**config.mk**
```make
export PLATFORM = sky130hd
export DESIGN_NAME = load_store_unit
export DESIGN_NICKNAME = d
export VERILOG_FILES = /design/src/rtl/mips_pkg.sv /design/src/rtl/load_align.sv /design/src/rtl/load_store_unit.sv
export SDC_FILE = /design/constraint.sdc
export NUM_CORES = 1
export LEC_CHECK = 0
export BUFFER_PORTS_ARGS = -buffer_cell sky130_fd_sc_hd__buf_2
export CORE_UTILIZATION = 35
export DETAILED_ROUTE_END_ITERATION = 6
export GPL_ROUTABILITY_DRIVEN = 0
export PLACE_DENSITY = 0.66
export SETUP_SLACK_MARGIN = 0.1
export SYNTH_ARGS = -nofsm -noshare
export SYNTH_HDL_FRONTEND = slang
export SYNTH_HIERARCHICAL = 1
export SYNTH_SLANG_ARGS = --single-unit
```
**constraint.sdc**
```tcl
create_clock -name clk -period 1.9 [get_ports clk]
set_input_delay 0.095 -clock clk [delete_from_list [all_inputs] [get_ports clk]]
set_output_delay 0.095 -clock clk [all_outputs]
set_load 0.05 [all_outputs]
```
**src/rtl/mips_pkg.sv**
```systemverilog
`default_nettype none
// ============================================================================
// Module : mips_pkg
// Brief  : Shared encodings for the MIPS MEM stage (LSU states, access sizes).
// Rev    : 1.0  initial release
// ============================================================================
package mips_pkg;

   localparam logic [1:0] LSU_IDLE = 2'd0;
   localparam logic [1:0] LSU_BUSY = 2'd1;
   localparam logic [1:0] LSU_DONE = 2'd2;

   localparam logic [1:0] SZ_BYTE = 2'd0;
   localparam logic [1:0] SZ_HALF = 2'd1;
   localparam logic [1:0] SZ_WORD = 2'd2;

   // Size code 3 behaves as a word access.
   function automatic logic is_misaligned(input logic [1:0] size, input logic [1:0] offset);
      logic r;
      case (size)
         SZ_BYTE: r = 1'b0;
         SZ_HALF: r = offset[0];
         default: r = (offset != 2'b00);
      endcase
      return r;
   endfunction

endpackage
`default_nettype wire

```
**src/rtl/load_align.sv**
```systemverilog
`default_nettype none
// ============================================================================
// Module : load_align
// Brief  : Big-endian lane select and sign/zero extension of a read word.
// Rev    : 1.0  initial release
// ============================================================================
module load_align
   import mips_pkg::*;
(
   input  logic [31:0] rdata,
   input  logic [1:0]  offset,
   input  logic [1:0]  size,
   input  logic        is_signed,
   output logic [31:0] result
);

   logic [7:0]  w_byte;
   logic [15:0] w_half;

   always_comb begin
      case (offset)
         2'd0:    w_byte = rdata[31:24];
         2'd1:    w_byte = rdata[23:16];
         2'd2:    w_byte = rdata[15:8];
         default: w_byte = rdata[7:0];
      endcase
      w_half = offset[1] ? rdata[15:0] : rdata[31:16];

      case (size)
         SZ_BYTE: result = {{24{is_signed & w_byte[7]}}, w_byte};
         SZ_HALF: result = {{16{is_signed & w_half[15]}}, w_half};
         default: result = rdata;
      endcase
   end

endmodule
`default_nettype wire

```
**src/rtl/load_store_unit.sv**
```systemverilog
`default_nettype none
// ============================================================================
// Module : load_store_unit
// Brief  : MEM-stage load/store engine with a single-outstanding memory port.
// Rev    : 1.0  initial release
// ============================================================================
module load_store_unit
   import mips_pkg::*;
#(
   parameter int TIMEOUT = 255
)(
   input  logic        clk,
   input  logic        rst_n,
   input  logic        MemRead,
   input  logic        MemWrite,
   input  logic [1:0]  MemSize,
   input  logic        MemUnsigned,
   input  logic [31:0] ALUOut,
   input  logic [31:0] WriteData,
   output logic [31:0] ReadData,
   output logic        Stall,
   output logic        MisalignedExc,
   output logic        BusErr,
   output logic        mem_req,
   output logic        mem_we,
   output logic [29:0] mem_addr,
   output logic [31:0] mem_wdata,
   output logic [3:0]  mem_be,
   input  logic        mem_ready,
   input  logic [31:0] mem_rdata
);

   localparam int                 c_cnt_w    = $clog2(TIMEOUT + 1);
   localparam logic [c_cnt_w-1:0] c_cnt_max  = c_cnt_w'(TIMEOUT);
   localparam logic [c_cnt_w-1:0] c_cnt_last = c_cnt_w'(TIMEOUT - 1);
   localparam logic [c_cnt_w-1:0] c_cnt_one  = c_cnt_w'(1);

   logic [1:0]         r_state;
   logic [1:0]         w_next_state;
   logic [c_cnt_w-1:0] r_cnt;
   logic [29:0]        r_addr;
   logic               r_we;
   logic [3:0]         r_be;
   logic [31:0]        r_wdata;
   logic [1:0]         r_size;
   logic [1:0]         r_off;
   logic               r_uns;
   logic [31:0]        r_rdata;
   logic               r_buserr;

   logic               w_access;
   logic               w_misaligned;
   logic               w_accept;
   logic               w_done_ok;
   logic               w_timeout;
   logic [3:0]         w_be;
   logic [31:0]        w_wdata;
   logic [31:0]        w_load;

   assign w_access     = MemRead | MemWrite;
   assign w_misaligned = is_misaligned(MemSize, ALUOut[1:0]);
   assign w_accept     = (r_state == LSU_IDLE) && w_access && !w_misaligned;
   assign w_done_ok    = (r_state == LSU_BUSY) && mem_ready;
   assign w_timeout    = (r_state == LSU_BUSY) && !mem_ready && (r_cnt == c_cnt_last);

   // Stores replicate the datum across lanes; enables pick the addressed bytes.
   always_comb begin
      case (MemSize)
         SZ_BYTE: begin
            w_wdata = {4{WriteData[7:0]}};
            w_be    = 4'b1000 >> ALUOut[1:0];
         end
         SZ_HALF: begin
            w_wdata = {2{WriteData[15:0]}};
            w_be    = ALUOut[1] ? 4'b0011 : 4'b1100;
         end
         default: begin
            w_wdata = WriteData;
            w_be    = 4'b1111;
         end
      endcase
   end

   load_align u_load_align (
      .rdata     (mem_rdata),
      .offset    (r_off),
      .size      (r_size),
      .is_signed (!r_uns),
      .result    (w_load)
   );

   always_ff @(posedge clk or negedge rst_n) begin
      if (!rst_n) r_state <= LSU_IDLE;
      else        r_state <= w_next_state;
   end

   always_comb begin
      w_next_state = r_state;
      case (r_state)
         LSU_IDLE: if (w_accept) w_next_state = LSU_BUSY;
         LSU_BUSY: if (w_done_ok || w_timeout) w_next_state = LSU_DONE;
         LSU_DONE: w_next_state = LSU_IDLE;
         default:  w_next_state = LSU_IDLE;
      endcase
   end

   always_comb begin
      mem_req       = (r_state == LSU_BUSY);
      Stall         = rst_n && (w_accept || (r_state == LSU_BUSY));
      MisalignedExc = rst_n && (r_state == LSU_IDLE) && w_access && w_misaligned;
   end

   always_ff @(posedge clk or negedge rst_n) begin
      if (!rst_n) begin
         r_cnt    <= '0;
         r_addr   <= '0;
         r_we     <= 1'b0;
         r_be     <= 4'b0000;
         r_wdata  <= '0;
         r_size   <= SZ_BYTE;
         r_off    <= 2'b00;
         r_uns    <= 1'b0;
         r_rdata  <= '0;
         r_buserr <= 1'b0;
      end else begin
         r_buserr <= w_timeout;
         if (w_accept) begin
            r_cnt   <= '0;
            r_addr  <= ALUOut[31:2];
            r_we    <= MemWrite;
            r_be    <= w_be;
            r_wdata <= w_wdata;
            r_size  <= MemSize;
            r_off   <= ALUOut[1:0];
            r_uns   <= MemUnsigned;
         end else if (r_state == LSU_BUSY && r_cnt != c_cnt_max) begin
            r_cnt <= r_cnt + c_cnt_one;
         end
         // Result register only moves on load completion; stores leave it intact.
         if (w_done_ok && !r_we)      r_rdata <= w_load;
         else if (w_timeout && !r_we) r_rdata <= '0;
      end
   end

   assign ReadData  = r_rdata;
   assign BusErr    = r_buserr;
   assign mem_we    = r_we;
   assign mem_addr  = r_addr;
   assign mem_wdata = r_wdata;
   assign mem_be    = r_be;

endmodule
`default_nettype wire

```
Word-level counts from Yosys, hierarchy flattened. Cells that the tools add are included.

Flip-flop bits (word level): 115. Word-level logic and storage cells: 65.

Bitwise logic cells: 3. Equal/unequal tests: 9. Add/subtract/negate cells: 1. Mux-type cells: 14. Reductions and logical operators: 26. Shifts and indexed selects: 1.

Operator list (count): one-hot mux 32 bit (2 select lines) (2); two-way mux 32 bit (2); one-hot mux 8 bit (3 select lines) (1); two-way mux 16 bit (1); two-way mux 8 bit (2); logical AND 1 bit (12); adder 8 x 1 -> 8 bit (second input constant) (1); equality test 2 x 1 -> 1 bit (second input constant) (4); equality test 8 bit (second input constant) (1); zero test 2 bit (4); != test 8 bit (second input constant) (1); one-hot mux 4 bit (2 select lines) (1); nonzero test 2 bit (3); zero test 1 bit (4); two-way mux 2 bit (2); two-way mux 4 bit (1); one-hot mux 2 bit (2 select lines) (1); >> shifter 4 x 2 -> 4 bit (first input constant) (1); AND 1 bit (2); equality test 2 bit (second input constant) (1); logical OR 1 bit (2); != test 2 x 1 -> 1 bit (second input constant) (1); != test 2 bit (second input constant) (1); one-hot mux 1 bit (2 select lines) (1); other kinds (2) (2).

Longest topological paths before layout. Gate-level depths: netlist (run 1).

Depth in word-level cells: 6. Depth in mapped cells: 9. Mapped depth without buffers: 6.

By module. The synthesis (run 1) kept the hierarchy.

Modules (own cells, without submodules): load_store_unit (cells an instance 431, area each 5557.8 µm², sequential area each 2877.8 µm², times used 1); load_align (cells an instance 107, area each 829.5 µm², sequential area each 0.0 µm², times used 1).

Least setup slack after synthesis (run 1). No wires, ideal clock.

Kind: reg2out. Start: reg r_state[1]. End: out Stall. Buffers on the path: 2. Data required time: 1.805 ns. Stages on the path, launching flop included: 6. Setup slack: -0.413 ns. Arrival: 2.218 ns. Cells stage by stage: dfrtp_1 buf_2 nor2_4 o211ai_2 buf_4 a21boi_0.

Longest elaborated chain between the ends: 5. Elaborated cells on any way between the ends: 6. Classes of those cells: eq/ne (1); reduce/logical (5).

RTL lines: start, declared (line load_store_unit.sv:38) `logic [1:0] r_state;`; start signal, assigned (line load_store_unit.sv:94) `else r_state <= w_next_state;`; zero test 2 bit (line load_store_unit.sv:62) `assign w_accept = (r_state == LSU_IDLE) && w_access && !w_misaligned;`; logical AND 1 bit (2 in series) (line load_store_unit.sv:62); logical OR 1 bit * (line load_store_unit.sv:109) `Stall = rst_n && (w_accept || (r_state == LSU_BUSY));`; logical AND 1 bit * (line load_store_unit.sv:109); end, declared (line load_store_unit.sv:21) `output logic Stall,`.

Mark *: on every way between the ends. The rest lies on a longest branch, timed or not.

Final worst setup path (run 1).
Start: reg r_off[0]. End: reg r_rdata[13], in the netlist ReadData[13].

Longest elaborated chain between the ends: 5. Elaborated cells on any way between the ends: 7. Classes of those cells: eq/ne (2); mux (3); bitwise (1); reduce/logical (1).

RTL lines: start, declared (line load_store_unit.sv:46) `logic [1:0] r_off;`; start signal, assigned (line load_store_unit.sv:134) `r_off <= ALUOut[1:0];`; equality test 2 bit, or another cell as far along (line load_align.sv:21) `case (offset)`; one-hot mux 8 bit (3 select lines) * (line load_align.sv:21); AND 1 bit * (line load_align.sv:30) `SZ_BYTE: result = {{24{is_signed & w_byte[7]}}, w_byte};`; one-hot mux 32 bit (2 select lines) * (line load_align.sv:29) `case (size)`; named net w_load[13] (line load_store_unit.sv:58) `logic [31:0] w_load;`; two-way mux 32 bit * (line load_store_unit.sv:140) `if (w_done_ok && !r_we) r_rdata <= w_load;`; end signal, assigned (line load_store_unit.sv:140); end, declared (line load_store_unit.sv:48) `logic [31:0] r_rdata;`.

Mark *: on every way through the listed nets, which the timed path passes. The rest lies on a longest branch. A chain may end at the register's enable or synchronous reset.

==> out/results.ini, run 1 <==
[cts]
cts_buffers=17
cts_sinks=115
cts_tree=done
clk_latency_ns=0.41
cts-htree-levels=4
cts_root_buffer=clkbuf_16
clk_pin_slew_ns=0.06
clk_path_buf_depth=2

[die]
die_h_um=137.1
core_mm2=0.01790
num_rows=49
floorplan.initialDensity=0.3568
die_w_um=137.1
ios=207
dieArea_mm2=0.01879

[finish]
layout.cells.non_filler=1034
layout_common_cells=203 x buf_2, 113 x dfrtp_1, 54 x mux2_4
area_growth_pct=39.20
drive_gt1_frac=0.4745
nNetsFinal=898
multiInputGateArea_mm2=0.003231
final_common_cell=buf_2
regArea_mm2=0.002880
diodes=0
fill_cells=1635
design_area_mm2=0.008891

[flow_run]
drv_cap=0

[sta]
tightest_slew_ns=0.6013
min_period_over_period=0.9123
period_minus_slack_ns=1.733
fmax_ghz=0.5769
setup_violations=0
drv_slew=0
fin_worst_skew_ns=0.008258
worst_slack_ns=0.1666
rsz0062_at_grt=yes
max-slew-margin-rel=0.5991
finalHoldViolations=0
fin_tns_setup_ns=0

[critical_path]
max_stage_delay_ns=0.38
cp-end-kind=flip-flop
arrival_ns=2.03
cp.required_ns=2.20
critPathTopFamily=compound AO/OA/AOI/OAI gates
cp.buffers_inverters=2
cp-start-kind=flip-flop
worstPathCellList=mux2_2, a32oi_4, buf_12, clkbuf_16, o221ai_1, a22oi_1, o21ai_1
cp_max_fo=6
critical_path.slowest_cell=dfrtp_1
critical_path_class=flip-flop to flip-flop

[detailed_routing]
final_antenna_net_count=0
vias=5441
viasPerCell=5.262
drtIter0Drc=326
routed_wl_um=18830
drt_pre_antenna_iters=5
drc=0
wire_per_inst_um=18.21

[global_route]
grt_overflow_total=0
grt_pass1_wl_um=28520
grt_pass1_vias=5281
grt_util_all_layers=0.2005
antenna_found_initial=0
grt_start_max_net_pins=104

[pwr]
peakVddDrop_mv=1.211
leakage_nw=4.068
powerDensity_mw_per_mm2=1854
fin_total_pwr_mw=16.49

[placed_design]
pre_cts_ws_ns=0.08946
dpl.cell_count=955
dp_hpwl_um=12530
place_area_mm2=0.007714
io_buffers=206

[synthesis]
synthCells=538
ys.flop_type=dfrtp_1
synth_top_area_frac=0.4505
synth.avg_cell_area_um2=11.87
synthArstFlopShare=1.000
synth_cell_types=63
postSynthRegisterBits=115
yosys-top-cells-area=dfrtp_1 45%, mux2_4 12%, a22oi_1 4.8%
synth_edf_count=0
yosysSeqAreaShare=0.4505
yosys_warnings=6
synth_top_area_cell=dfrtp_1
syn_area_mm2=0.006387
synth.net_count=644

[run_status]
status=completed

[worst_hold_path]
min_path_type=input port to flip-flop

[path summary, 6_finish.rpt]
path                       cells past startpoint  slack [ns]                      from                        end
max in group asynchronous                      3        0.87                     rst_n       r_off[1]$_DFFE_PN0P_
max reg2reg                                    7        0.17      r_off[0]$_DFFE_PN0P_   ReadData[13]$_DFFE_PN0P_
max                                            7        0.17      r_off[0]$_DFFE_PN0P_   ReadData[13]$_DFFE_PN0P_
min in group asynchronous                      2        0.14                     rst_n   mem_addr[17]$_DFFE_PN0P_
min                                            4        0.03             WriteData[27]  mem_wdata[27]$_DFFE_PN0P_
min reg2reg                                    1        0.49  mem_wdata[5]$_DFFE_PN0P_   mem_wdata[5]$_DFFE_PN0P_
[flip-flops by register name, summed over array words and instances, names as in the netlist, 2 cells and up]
| signal | flops |
|---|---|
| ReadData | 32 |
| mem_wdata | 32 |
| mem_addr | 30 |
| r_cnt | 8 |
| mem_be | 4 |
| r_off | 2 |
| r_size | 2 |
| r_state | 2 |
[per-stage QoR]
stage                       util  hold slack [ns]
after floorplan                -          -0.2006
after global placement    0.4309         -0.02103
after detailed placement  0.4309         -0.02255
after CTS                 0.4904         0.009340
after global routing      0.4966          0.01719
final                     0.4966          0.02873
[where the power goes]
| group | switching [mW] | internal, mW |
|---|---|---|
| Clock | 1.29 | 2.10 |
| Sequential | 0.790 | 3.51 |
| Combinational | 5.81 | 2.99 |
[layout make-up]
type / instances / share of cell area
Inverter: 6 / 0.002674
Clock inverter: 15 / 0.02181
Clock buffer: 17 / 0.04785
Tap cell: 229 / 0.03223
Sequential cell: 115 / 0.3240
Multi-Input combinational cell: 371 / 0.3634
Timing Repair Buffer: 281 / 0.2081
[cell families after synthesis]
kind of cell,Yosys count,share of synthesized area
buffers and inverters,52,0.05367
multiplexers,103,0.2094
adder cells (fa/ha/maj),2,0.003917
flip-flops,115,0.4505
AND/OR/NAND/NOR,108,0.09364
AO/OA/AOI/OAI,157,0.1875
XOR/XNOR,1,0.001371
[timing repair]
action                                  in CTS  in global routing
gates cloned                                 0                  3
pin swaps                                    0                  2
hold buffers                                41                  0
hold endpoints to repair                   150                  0
setup buffers                                1                  2
endpoints found under the setup margin       4                 26
gates resized for setup                      7                  9
[cell usage after synthesis, types with 9 or more instances]
cell type	number
a22oi_1	41
mux2_4	53
dfrtp_1	115
o21ai_1	11
o21ai_0	30
nand2_1	36
mux2_2	26
o211ai_2	11
o211ai_1	9
buf_6	16
buf_2	12
nand2b_1	32
mux2i_1	17
clkbuf_1	14
o221ai_1	9
[metal layers]
| metal | up-vias | GRT usage | wire length, µm |
|---|---|---|---|
| met4 | 0 | 0.05433 | 216 |
| met2 | 254 | 0.3126 | 8576 |
| met3 | 19 | 0.06889 | 1755 |
| met1 | 2631 | 0.2627 | 8280 |
| li1 | 2537 | - | - |
| met5 | - | 0 | 0 |
[worst register-to-register path: cells and delay by family, from the launching register on]
family	cells	cell delay (ns)
mux	1	0.37
flops	1	0.38
compound gates	4	0.58
buf+inv	2	0.29
No activity file was read; power rests on OpenSTA's default activity.
==> inputs of run 2 (changes only) <==
--- a/config.mk
+++ b/config.mk
@@ -10,7 +10,9 @@
 export DETAILED_ROUTE_END_ITERATION = 6
 export GPL_ROUTABILITY_DRIVEN = 0
 export PLACE_DENSITY = 0.66
+export RECOVER_POWER = 50
 export SETUP_SLACK_MARGIN = 0.1
+export SKIP_CTS_REPAIR_TIMING = 1
 export SYNTH_ARGS = -nofsm -noshare
 export SYNTH_HDL_FRONTEND = slang
 export SYNTH_HIERARCHICAL = 1
==> run 2 against run 1 <==
Against the previous run:
- die area did not move
- core utilization fell by 0.27 points
- non-clock buffer count is 1 lower
- combinational power fell by 0.7%
- via count is 1.3% higher
- cell count is essentially flat
- routed wire length increased by 1.3%
- clock-buffer cell count did not move
- first-iteration DRC count grew 13%
- register-to-register slack worse by 0.08 ns
- flip-flop and latch count is the same
- largest cell class unchanged
==> out/results.ini, run 2 (synthesized netlist as in run 1, its figures left out) <==
[cts]
cts_tree=done
cts-htree-levels=4
cts_root_buffer=clkbuf_16
cts_buffers=17
clk_latency_ns=0.41
cts_sinks=115
clk_pin_slew_ns=0.06
clk_path_buf_depth=2

[sta]
fin_tns_setup_ns=0
fmax_ghz=0.5513
drv_slew=0
period_minus_slack_ns=1.814
rsz0062_at_grt=yes
fin_worst_skew_ns=0.008527
max-slew-margin-rel=0.3293
finalHoldViolations=0
setup_violations=0
tightest_slew_ns=1.006
holdWs_ns=0.02884
min_period_over_period=0.9546

[flow_run]
drv_cap=0

[die]
floorplan.initialDensity=0.3568
die_h_um=137.1
die_w_um=137.1
ios=207
core_mm2=0.01790
dieArea_mm2=0.01879
num_rows=49

[placed_design]
io_buffers=206
dp_hpwl_um=12530

[critical_path]
cp-end-kind=flip-flop
critical_path_class=flip-flop to flip-flop
cp.required_ns=2.19
worstPathCellList=mux2_4, a32oi_4, clkbuf_16, o221ai_2, a22oi_1, o21ai_1
critical_path.slowest_cell=dfrtp_2
cp-start-kind=flip-flop
cp_max_fo=6
max_stage_delay_ns=0.43
arrival_ns=2.11

[global_route]
grt_pass1_vias=5070
antenna_found_initial=0
grt_overflow_total=0
grt_start_max_net_pins=104
grt_util_all_layers=0.1945
grt_pass1_wl_um=27590

[finish]
final_common_cell=buf_2
drive_gt1_frac=0.4204
area_growth_pct=38.43
nNetsFinal=897
layout_common_cells=152 x buf_2, 112 x dfrtp_1, 55 x mux2_4
fill_cells=1651
diodes=0

[detailed_routing]
routed_wl_um=19080
drc=0
drtIter0Drc=368
final_antenna_net_count=0
vias=5513
drt_pre_antenna_iters=4
viasPerCell=5.337
wire_per_inst_um=18.47

[worst_hold_path]
min_path_type=input port to flip-flop

[pwr]
leakage_nw=3.912
powerDensity_mw_per_mm2=1861
peakVddDrop_mv=1.146

[run_status]
status=completed

## run 2: cell count changes in the layout (fill, tap and decap cells not counted), moves of 2 or more
cell,change
o221ai_1,-7
buf_12,-2
o221ai_2,+7
buf_2,-51
clkbuf_1,+51
o21ai_1,+12
o21ai_0,-12
## run 2: power by group
group	switching (mW)	total, mW	internal [mW]	leakage, nW
clock	1.30	3.40	2.10	0.300
sequential	0.813	4.32	3.51	1.30
combinational	5.88	8.74	2.86	2.31
## run 2: worst max-delay path, delay by kind of cell, from the launching register on
family | cells | cell delay, ns
AO/OA/AOI/OAI | 4 | 0.71
buffers and inverters | 1 | 0.24
flip-flops | 1 | 0.43
multiplexers | 1 | 0.32
## run 2: through the flow
step           setup WS (ns)  area (µm²)  std cells  power [mW]    util
4_1_cts              -0.1309        8333        987       16.23  0.4655
6_report             0.08621        8842       1033       16.46  0.4939
3_3_place_gp          0.1293        7714        955       12.71  0.4309
5_1_grt              0.02516        8842       1033       17.25  0.4939
3_5_place_dp         0.08946        7714        955       12.78  0.4309
2_1_floorplan         0.1326        6391        538       10.80       -
## run 2: layout make-up
cell class | instances | area [µm²] | share of cell area
tap | 229 | 286.5 | 0.03240
clock inverter | 15 | 193.9 | 0.02193
multi-input combinational | 371 | 3278 | 0.3707
clock buffer | 17 | 425.4 | 0.04811
timing repair buffer | 280 | 1750 | 0.1980
sequential | 115 | 2882 | 0.3259
inverter | 6 | 26.28 | 0.002972
## run 2: per-layer routing
| metal | vias to the layer above | global-route usage | share of wire | routed length, µm |
|---|---|---|---|---|
| li1 | 2527 | - | - | - |
| met1 | 2701 | 0.2577 | 0.43 | 8264 |
| met2 | 263 | 0.2969 | 0.46 | 8834 |
| met3 | 22 | 0.06963 | 0.090 | 1725 |
| met4 | 0 | 0.05433 | 0.013 | 257 |
| met5 | - | 0 | 0 | 0 |
## run 2: final timing paths
path | from | to | slack (ns) | cells after the start
min in group asynchronous | rst_n | mem_addr[17]$_DFFE_PN0P_ | 0.12 | 2
min reg2reg | mem_wdata[5]$_DFFE_PN0P_ | mem_wdata[5]$_DFFE_PN0P_ | 0.49 | 1
min | WriteData[27] | mem_wdata[27]$_DFFE_PN0P_ | 0.03 | 4
max | r_off[0]$_DFFE_PN0P_ | ReadData[15]$_DFFE_PN0P_ | 0.09 | 6
max reg2reg | r_off[0]$_DFFE_PN0P_ | ReadData[15]$_DFFE_PN0P_ | 0.09 | 6
max in group asynchronous | rst_n | r_off[0]$_DFFE_PN0P_ | 0.46 | 3
==> inputs of run 3 (changes only) <==
--- a/config.mk
+++ b/config.mk
@@ -6,10 +6,13 @@
 export NUM_CORES = 1
 export LEC_CHECK = 0
 export BUFFER_PORTS_ARGS = -buffer_cell sky130_fd_sc_hd__buf_2
+export CELL_PAD_IN_SITES_DETAIL_PLACEMENT = 0
+export CELL_PAD_IN_SITES_GLOBAL_PLACEMENT = 1
 export CORE_UTILIZATION = 35
 export DETAILED_ROUTE_END_ITERATION = 6
 export GPL_ROUTABILITY_DRIVEN = 0
-export PLACE_DENSITY = 0.66
+export HOLD_SLACK_MARGIN = 0.1
+export PLACE_DENSITY = 0.83
 export RECOVER_POWER = 50
 export SETUP_SLACK_MARGIN = 0.1
 export SKIP_CTS_REPAIR_TIMING = 1
==> run 3 against run 2 <==
Against the previous run:
- clock-buffer cell count increased by 1
- critical endpoint unchanged
- combinational power increased by 0.7%
- non-clock buffer count increased by 37
- cell count increased by 3.6%
- total power decreased by 0.79%
==> out/results.ini, run 3 (synthesized netlist as in run 1, its figures left out) <==
[global_route]
grt_pass1_wl_um=28290
grtUsageMet3=0.06185
grtUsageMet2=0.3126
grt_pass1_vias=5195
grt.met1_usage=0.2610
grt_overflow_total=0
grt_start_max_net_pins=64
grt_util_all_layers=0.2011
antenna_found_initial=0
busiest_layer=met2

[critical_path]
cp_max_fo=6
reg2reg_to=ReadData[15]$_DFFE_PN0P_
cp.required_ns=2.19
critical_path_class=flip-flop to flip-flop
crit_path_start=r_off[0]$_DFFE_PN0P_
worstPathCellList=mux2_4, a32oi_4, buf_12, clkbuf_16, o221ai_1, a22oi_1, o21ai_1
setup.worst_path.end=ReadData[15]$_DFFE_PN0P_
ff2ff_path_depth=7
critical_path.slowest_cell=dfrtp_1
arrival_ns=2.07
cp-end-kind=flip-flop
reg2reg_slack_ns=0.12
max_stage_delay_ns=0.41
cp-start-kind=flip-flop
reg2reg_from=r_off[0]$_DFFE_PN0P_

[detailed_routing]
drtIter0Drc=357
viasPerCell=5.302
drt_pre_antenna_iters=4
wire_per_inst_um=18.98
final_antenna_net_count=0
drc=0
routed_wl_um=20300
vias=5673

[die]
die_w_um=137.1
die_h_um=137.1
dieArea_mm2=0.01879
core_mm2=0.01790
num_rows=49
ios=207
floorplan.initialDensity=0.3568

[cts]
cts_tree=done
cts_sinks=115
cts-htree-levels=4
clk_latency_ns=0.42
cts_buffers=17
clk_path_buf_depth=2
clk_pin_slew_ns=0.06
cts_root_buffer=clkbuf_16

[sta]
setup_violations=0
period_minus_slack_ns=1.777
tightest_slew_ns=1.088
min_period_over_period=0.9355
fmax_ghz=0.5626
finalHoldViolations=0
max-slew-margin-rel=0.2744
rsz0062_at_grt=yes
drv_slew=0
worst_slack_ns=0.1226
holdWs_ns=0.07231
fin_worst_skew_ns=0.01170

[pwr]
p_sw_mw=8.001
combPwrFrac=0.539
pwr-share-seq=0.267
peakVddDrop_mv=1.231
leakage_nw=4.054
intPower_mw=8.327
switching_share=0.4900
powerDensity_mw_per_mm2=1790
pwr-share-clk=0.194

[run_status]
status=completed

[finish]
final_common_cell=buf_2
area_growth_pct=42.84
design_area_mm2=0.009124
layout.cells.non_filler=1070
layout_common_cells=153 x buf_2, 113 x dfrtp_1, 73 x dlygate4sd3_1
fin_util=0.5096
nNetsFinal=934
drive_gt1_frac=0.3983
diodes=0

[placed_design]
dp_hpwl_um=13120
pre_cts_ws_ns=0.1619
place_area_mm2=0.007751
io_buffers=206
dpl.cell_count=960

[flow_run]
drv_cap=0

[worst_hold_path]
min_path_type=input port to flip-flop

==> run 3: cell types whose count changed in the layout (fill, tap and decap cells not counted), sizes merged <==
| cell | previous run | this run |
|---|---|---|
| buf | 185 | 190 |
| clkinvlp | 2 | 3 |
| bufinv | 3 | 1 |
| inv | 12 | 14 |
| dlygate4sd3 | 41 | 73 |
| clkbuf | 71 | 72 |
| clkinv | 4 | 2 |
==> run 3: critical path, delay by kind of cell (launching register included) <==
family,cells,cell delay (ns)
AOI/OAI and AO/OA,4,0.62
buffers and inverters,2,0.29
DFF,1,0.41
muxes,1,0.32
==> run 3: power by group through the flow <==
| stage | Combinational, mW | Clock (mW) | Sequential [mW] |
|---|---|---|---|
| CTS | 8.56 | 3.26 | 4.33 |
| global route | 9.24 | 3.38 | 4.50 |
| floorplan | 3.23 | 0 | 7.57 |
| global placement | 8.48 | 0 | 4.32 |
| finish | 8.80 | 3.17 | 4.35 |
| detailed placement | 8.57 | 0 | 4.31 |
==> run 3: layout make-up <==
cell class | count | area [µm²]
sequential | 115 | 2880
clock inverter | 14 | 141.4
clock buffer | 18 | 439.2
inverter | 6 | 22.52
multi-input combinational | 371 | 3223
tap | 229 | 286.5
fill | 1629 | 8778
timing repair buffer | 317 | 2131
==> run 3: through the flow <==
stage / TNS, ns / power, mW
final: 0 / 16.33
after global routing: 0 / 17.12
after CTS: -0.1856 / 16.15
after detailed placement: 0 / 12.88
after global placement: 0 / 12.80
after floorplan: 0 / 10.80
==> run 3: worst min-delay path by stage <==
| stage | slack [ns] | cells past startpoint | startpoint | endpoint |
|---|---|---|---|---|
| 2_1_floorplan | -0.20 | 0 | rst_n | BusErr$_DFF_PN0_ |
| 3_3_place_gp | -0.04 | 1 | rst_n | r_cnt[0]$_DFFE_PN0P_ |
| 3_5_place_dp | -0.05 | 1 | rst_n | r_cnt[0]$_DFFE_PN0P_ |
| 4_1_cts | -0.50 | 1 | rst_n | mem_addr[21]$_DFFE_PN0P_ |
| 5_1_grt | 0.1 | 5 | mem_rdata[31] | ReadData[31]$_DFFE_PN0P_ |
| 6_report | 0.07 | 4 | mem_rdata[5] | ReadData[5]$_DFFE_PN0P_ |
==> run 3: metal layers <==
metal	wire length (µm)	part of all wire
met1	8615	0.42
met2	9860	0.49
met3	1433	0.071
met4	394	0.019
met5	0	0
